File: src/rtl/fifo_pkg.sv
// Shared types and helpers for the multi-channel round-robin FIFO (fifo_rr_mc).
// Optional macro: FIFO_RR_MC_ALMOST_FULL_EN (no package content depends on it).
package fifo_pkg;

   // Upper bounds for the per-channel state fields; DEPTH must not exceed 2**PTR_MAX_W.
   localparam int unsigned PTR_MAX_W = 16;
   localparam int unsigned CNT_MAX_W = PTR_MAX_W + 1;

   typedef struct packed {
      logic [PTR_MAX_W-1:0] wr_ptr;
      logic [PTR_MAX_W-1:0] rd_ptr;
      logic [CNT_MAX_W-1:0] count;
   } chan_state_t;

   function automatic int unsigned width_of(input int unsigned n);
      return (n < 2) ? 1 : $clog2(n);
   endfunction

   // Modulo-n increment with an explicit wrap, valid for any n >= 1.
   function automatic int unsigned wrap_inc(input int unsigned v, input int unsigned n);
      return (v >= n - 1) ? 32'd0 : v + 32'd1;
   endfunction

endpackage

File: src/rtl/fifo_chan.sv
// Single-channel FIFO: storage, wrapping pointers, occupancy and flags.
// Optional macro: FIFO_RR_MC_ALMOST_FULL_EN adds almost_full_o.
module fifo_chan
   import fifo_pkg::*;
#(
   parameter int WIDTH = 4,
   parameter int DEPTH = 16,
`ifdef FIFO_RR_MC_ALMOST_FULL_EN
   parameter int AF_THRESH = DEPTH - 2,
`endif
   parameter int L2D = width_of(DEPTH + 1)
) (
   input  logic             clk,
   input  logic             resetn,
   input  logic             push_req_i,
   input  logic [WIDTH-1:0] data_i,
   output logic             push_ack_o,
   input  logic             pop_en_i,
   output logic [WIDTH-1:0] rd_data_o,
   output logic             full_o,
   output logic             empty_o,
   output logic [L2D-1:0]   count_o
`ifdef FIFO_RR_MC_ALMOST_FULL_EN
   ,output logic            almost_full_o
`endif
);

   chan_state_t      st_q, st_d;
   logic [WIDTH-1:0] mem_q [DEPTH];
   logic             push_hsk;

   assign full_o     = (st_q.count == CNT_MAX_W'(DEPTH));
   assign empty_o    = (st_q.count == '0);
   assign count_o    = L2D'(st_q.count);
   assign push_ack_o = !full_o;
   assign push_hsk   = push_req_i && push_ack_o;

`ifdef FIFO_RR_MC_ALMOST_FULL_EN
   assign almost_full_o = (st_q.count >= CNT_MAX_W'(AF_THRESH));
`endif

   always_comb begin
      st_d = st_q;
      if (push_hsk) st_d.wr_ptr = PTR_MAX_W'(wrap_inc(32'(st_q.wr_ptr), DEPTH));
      if (pop_en_i) st_d.rd_ptr = PTR_MAX_W'(wrap_inc(32'(st_q.rd_ptr), DEPTH));
      if (push_hsk && !pop_en_i)      st_d.count = st_q.count + CNT_MAX_W'(1);
      else if (!push_hsk && pop_en_i) st_d.count = st_q.count - CNT_MAX_W'(1);
   end

   // NOTE: state registers use non-blocking assignments so every flop samples pre-edge values.
   always_ff @(posedge clk or negedge resetn) begin
      if (!resetn) st_q <= '0;
      else         st_q <= st_d;
   end

   // NOTE: storage has no reset; empty/full come from the counter, so stale data is never observed.
   always_ff @(posedge clk) begin
      for (int k = 0; k < DEPTH; k++) begin
         if (push_hsk && st_q.wr_ptr == PTR_MAX_W'(k)) mem_q[k] <= data_i;
      end
   end

   always_comb begin
      rd_data_o = '0;
      for (int k = 0; k < DEPTH; k++) begin
         if (st_q.rd_ptr == PTR_MAX_W'(k)) rd_data_o = mem_q[k];
      end
   end

endmodule

File: src/rtl/fifo_rr_mc.sv
// NCH req/ack FIFOs sharing one pop port with round-robin channel selection.
// Optional macro: FIFO_RR_MC_ALMOST_FULL_EN adds the per-channel almost_full output.
module fifo_rr_mc
   import fifo_pkg::*;
#(
   parameter int WIDTH = 4,
   parameter int DEPTH = 16,
   parameter int NCH   = 4,
`ifdef FIFO_RR_MC_ALMOST_FULL_EN
   parameter int AF_THRESH = DEPTH - 2,
`endif
   localparam int CW  = $clog2(NCH),
   localparam int L2D = $clog2(DEPTH + 1)
) (
   input  logic                 clk,
   input  logic                 resetn,
   input  logic [NCH-1:0]       push_req,
   input  logic [NCH*WIDTH-1:0] data_in,
   output logic [NCH-1:0]       push_ack,
   input  logic                 pop_req,
   output logic                 pop_ack,
   output logic [WIDTH-1:0]     data_out,
   output logic [CW-1:0]        pop_chan,
   output logic [NCH-1:0]       full,
   output logic [NCH-1:0]       empty,
   output logic [NCH*L2D-1:0]   count
`ifdef FIFO_RR_MC_ALMOST_FULL_EN
   ,output logic [NCH-1:0]      almost_full
`endif
);

   logic [CW-1:0]    rr_q, rr_d;
   logic [CW-1:0]    sel, hi_sel, lo_sel;
   logic             hi_found;
   logic             pop_hsk;
   logic [NCH-1:0]   pop_en;
   logic [WIDTH-1:0] chan_rd [NCH];

   for (genvar i = 0; i < NCH; i++) begin : g_chan
      assign pop_en[i] = pop_hsk && (sel == CW'(i));

      fifo_chan #(
         .WIDTH (WIDTH),
         .DEPTH (DEPTH),
`ifdef FIFO_RR_MC_ALMOST_FULL_EN
         .AF_THRESH (AF_THRESH),
`endif
         .L2D   (L2D)
      ) u_chan (
         .clk        (clk),
         .resetn     (resetn),
         .push_req_i (push_req[i]),
         .data_i     (data_in[i*WIDTH +: WIDTH]),
         .push_ack_o (push_ack[i]),
         .pop_en_i   (pop_en[i]),
         .rd_data_o  (chan_rd[i]),
         .full_o     (full[i]),
         .empty_o    (empty[i]),
         .count_o    (count[i*L2D +: L2D])
`ifdef FIFO_RR_MC_ALMOST_FULL_EN
         ,.almost_full_o (almost_full[i])
`endif
      );
   end

   // Lowest non-empty channel at or above rr_q wins; otherwise wrap to the lowest non-empty one.
   always_comb begin
      hi_found = 1'b0;
      hi_sel   = '0;
      lo_sel   = '0;
      for (int j = NCH - 1; j >= 0; j--) begin
         if (!empty[j]) begin
            if (CW'(j) >= rr_q) begin
               hi_found = 1'b1;
               hi_sel   = CW'(j);
            end
            lo_sel = CW'(j);
         end
      end
      sel = hi_found ? hi_sel : lo_sel;
   end

   assign pop_ack  = |(~empty);
   assign pop_hsk  = pop_req && pop_ack;
   assign data_out = pop_ack ? chan_rd[sel] : '0;
   assign pop_chan = pop_ack ? sel : '0;
   assign rr_d     = pop_hsk ? CW'(wrap_inc(32'(sel), NCH)) : rr_q;

   always_ff @(posedge clk or negedge resetn) begin
      if (!resetn) rr_q <= '0;
      else         rr_q <= rr_d;
   end

endmodule

File: config.mk
export PLATFORM = sky130hd
export DESIGN_NAME = fifo_rr_mc
export DESIGN_NICKNAME = d
export VERILOG_FILES = /design/src/rtl/fifo_pkg.sv /design/src/rtl/fifo_chan.sv /design/src/rtl/fifo_rr_mc.sv
export SDC_FILE = /design/constraint.sdc
export NUM_CORES = 1
export LEC_CHECK = 0
export ABC_AREA = 0
export ABC_CLOCK_PERIOD_IN_PS = 7030
export BUFFER_PORTS_ARGS = -buffer_cell sky130_fd_sc_hd__buf_2
export CORE_ASPECT_RATIO = 0.9
export CORE_MARGIN = 2
export CORE_UTILIZATION = 55
export DETAILED_ROUTE_END_ITERATION = 12
export HOLD_SLACK_MARGIN = 0.06
export PLACE_DENSITY = 0.8
export RECOVER_POWER = 100
export SLEW_MARGIN = 20
export SYNTH_ARGS = -nofsm -noshare
export SYNTH_HDL_FRONTEND = slang
export SYNTH_SLANG_ARGS = --single-unit
File: constraint.sdc
create_clock -name clk -period 7.03 [get_ports clk]
set_clock_uncertainty 0.2 [all_clocks]
set_input_delay 0 -clock clk [delete_from_list [all_inputs] [get_ports clk]]
set_output_delay 0 -clock clk [all_outputs]
set_load 0.01 [all_outputs]
==> results.cfg <==
[status]
outcome = complete, but fails checks
violations = max-capacitance violations, max-slew violations

[sta]
finalCritPeriodShare_pct = 91.57
setup_viol = 0
setup_tns_ns = 0
tightest_slew_ns = 4.919
finalMaxSlewViolations = 202
rsz0062_at_grt = false
finalHoldViolCount = 0
fin_crit_ns = 6.437
slew_headroom_pct = -227.9
fmax_ghz = 0.1553

[yosys]
synth-async-reset-ratio_pct = 43.61
synth_nets = 2300
ys_ff_latch = 454
syn_avg_cell_area_um2 = 10.56
synth_edf_count = 256
synth_ff_type = edfxtp_1
syn_area_mm2 = 0.02291
ys_seq_area_share_pct = 55.19
yosysWarnings = 0
yosysUniqueCellTypes = 92
syn_inst = 2170

[min_path]
min_from = pop_req
min_to = rr_q[0]
hold_path_depth = 4
hp-class = primary input to flip-flop

[power_and_ir_drop]
powerDensity_mw_per_mm2 = 430.0
seqPwrFrac_pct = 34.2
p_leak_nw = 9.961
p_clk_share_pct = 24.0
p_switching_mw = 4.282
peakVddDrop_mv = 0.2837
intPower_mw = 6.505
switching_share_pct = 39.70
p_comb_share_pct = 41.8

[floorplanning]
core_mm2 = 0.04081
row_count = 70
io_pins = 62
die_w_um = 219.1
initial_core_util_pct = 56.12
die_h_um = 197.6
dieArea_mm2 = 0.04330

[critical_path]
crit_path_end_kind = flip-flop
path_cells = nor4_1 > or2b_2 > nor2_1 > inv_1 > o22ai_1 > inv_1 > ha_1 > and2_0 > inv_6 > ha_1 > inv_1 > ha_1 > a21oi_1 > o21ai_0 > o41ai_1 > o21ai_0 > o41a_1 > a41o_1 > o21a_1 > nor3_1
rrSetupSlack_ns = 0.59
r2r_end = g_chan[3].u_chan.st_q[16]
critPathKind = flip-flop to flip-flop
start_kind = flip-flop
max_stage_delay_ns = 0.73
arrival_ns = 6.73
critPathBufInv = 4
reg2regPathDepth = 20
crit_slowest_cell = o22ai_1
crit_family = compound AO/OA/AOI/OAI gates
r2r-start = g_chan[3].u_chan.st_q[10]
crit_required_ns = 7.33
critPathMaxFanout = 18

[clock_tree]
tritoncts = yes
cts_root_buf = clkbuf_16
post_cts_resized = 0
numClockSinks = 454
cts_max_level = 2
cts_hold_buf = 24
clock_path_buffers = 3
clk_pin_slew_ns = 0.06
clock_latency_ns = 0.60
cts-buffers-inserted = 47
post_cts_buffers = 0

[detailed_routing]
drt_pass1_iterations = 6
wl_per_cell_um = 19.13
routed_via_density = 6.252
via_count = 17310
drt_first_iter_violations = 1994
drc = 0
wl_um = 52960
ant_nets = 0

[placement]
hpwl_um = 35410
io_buffers = 61
gp_congestion = 0.9232

[global_route]
grt_pass1_wl_um = 86740
grt_pass1_vias = 16770
gr-total-overflow = 0
grt.total_usage_pct = 24.85
antenna_found_initial = 0
grt_max_degree = 109

[cells_and_area]
drive_gt1_share_pct = 5.027
area_growth_pct = 9.505
finalNetCount = 2319
n_antenna_cell = 0
final_util_pct = 61.46
mostFrequentLayoutCell = edfxtp_1
layout_common_cells = 256 x edfxtp_1, 225 x nor2_1, 200 x nand2_1

[run]
cap_violations = 3
[area by class of cell]
type	instances	area, um2
Sequential cell	454	12640
Clock inverter	25	311.5
Inverter	77	296.5
Timing Repair Buffer	94	550.5
Multi-Input combinational cell	1515	9319
Fill cell	3190	15730
Clock buffer	63	1287
Tap cell	540	675.6
[synth_stat cells, drive strengths merged, types with 6 or more instances]
cell	n	share of area [%]
a311oi	6	0.23
a221oi	16	0.61
nor3b	8	0.26
a41oi	12	0.49
a31oi	50	1.4
nor4	51	1.5
clkbuf	79	1.3
nand3	63	1.4
ha	103	5.6
a221o	11	0.48
nand4	11	0.33
edfxtp	256	34
a211oi	29	1.0
nand2b	16	0.45
nor3	68	1.5
xnor2	29	1.1
a21o	11	0.37
and4	8	0.31
nor2	227	3.8
dfrtp	198	22
xor2	34	1.3
a22oi	24	0.79
o22ai	16	0.44
nor2b	40	1.1
or3	12	0.33
o31ai	23	0.78
o21ai	153	3.3
a21oi	120	2.6
and2	11	0.32
o21a	10	0.33
and3	59	1.6
o211ai	12	0.39
or2	6	0.16
nand2	200	3.3
inv	76	1.3
buf	45	1.4
[worst max path at each step]
stage / from / endpoint / slack (ns) / cells past startpoint
finish: g_chan[3].u_chan.st_q[10] / g_chan[3].u_chan.st_q[16] / 0.59 / 20
global route: g_chan[1].u_chan.count_o[3] / g_chan[2].u_chan.st_q[16] / 0.19 / 22
CTS: g_chan[2].u_chan.count_o[0] / g_chan[2].u_chan.st_q[16] / 0.86 / 21
detailed placement: g_chan[2].u_chan.count_o[1] / g_chan[2].u_chan.st_q[15] / 0.88 / 21
global placement: g_chan[0].u_chan.st_q[8] / g_chan[0].u_chan.st_q[15] / 1.20 / 22
floorplan: g_chan[0].u_chan.count_o[1] / g_chan[1].u_chan.st_q[15] / 1.93 / 23
[metal layers]
| metal | track usage, % | share of wire [%] | vias to the layer above |
|---|---|---|---|
| met2 | 39.16 | 46 | 756 |
| met3 | 4.511 | 7.6 | 122 |
| met5 | 0 | 0 | - |
| met4 | 9.635 | 2.9 | 0 |
| met1 | 34.41 | 43 | 8374 |
| li1 | - | - | 8054 |
[sequential cells by signal (all words and copies together), names as in the netlist]
signal                 count
g_chan.u_chan.mem_q      256
g_chan.u_chan.st_q       176
g_chan.u_chan.count_o     20
rr_q                       2
[cell families after synthesis]
kind of cell	Yosys count	share of synthesized area [%]
multiplexers	2	0.08740
adder cells (fa/ha/maj)	107	5.976
flip-flops	454	55.19
XOR/XNOR	63	2.409
buffers and inverters	201	4.037
AND/OR/NAND/NOR	792	16.71
AO/OA/AOI/OAI	551	15.59
[through the flow]
step	setup slack, ns	cell area (um2)	instances	hold WS (ns)	power (mW)
after floorplan	1.926	22910	2170	-0.4956	7.042
after global placement	1.199	23330	2656	-0.01592	7.939
after detailed placement	0.8850	23330	2656	-0.01055	8.128
after CTS	0.8590	25190	2768	0.06105	10.76
after global routing	0.1922	25080	2768	0.1259	11.48
final	0.5926	25080	2768	0.07658	10.79
[worst register-to-register path: cells and delay by family, from the launching register on]
kind	cells	cell delay, ns
flip-flops	1	0.41
adder cells (fa/ha/maj)	3	0.91
AND/OR/NAND/NOR	5	1.37
AO/OA/AOI/OAI	8	2.73
buffers and inverters	4	0.74
[power by group through the flow]
stage | combinational, mW | clock [mW] | sequential [mW]
finish | 4.51 | 2.59 | 3.69
global route | 5.01 | 2.73 | 3.75
CTS | 4.47 | 2.62 | 3.68
detailed placement | 4.40 | 0 | 3.73
global placement | 4.24 | 0 | 3.70
floorplan | 3.52 | 0 | 3.53
No activity file was read; power rests on OpenSTA's default activity.
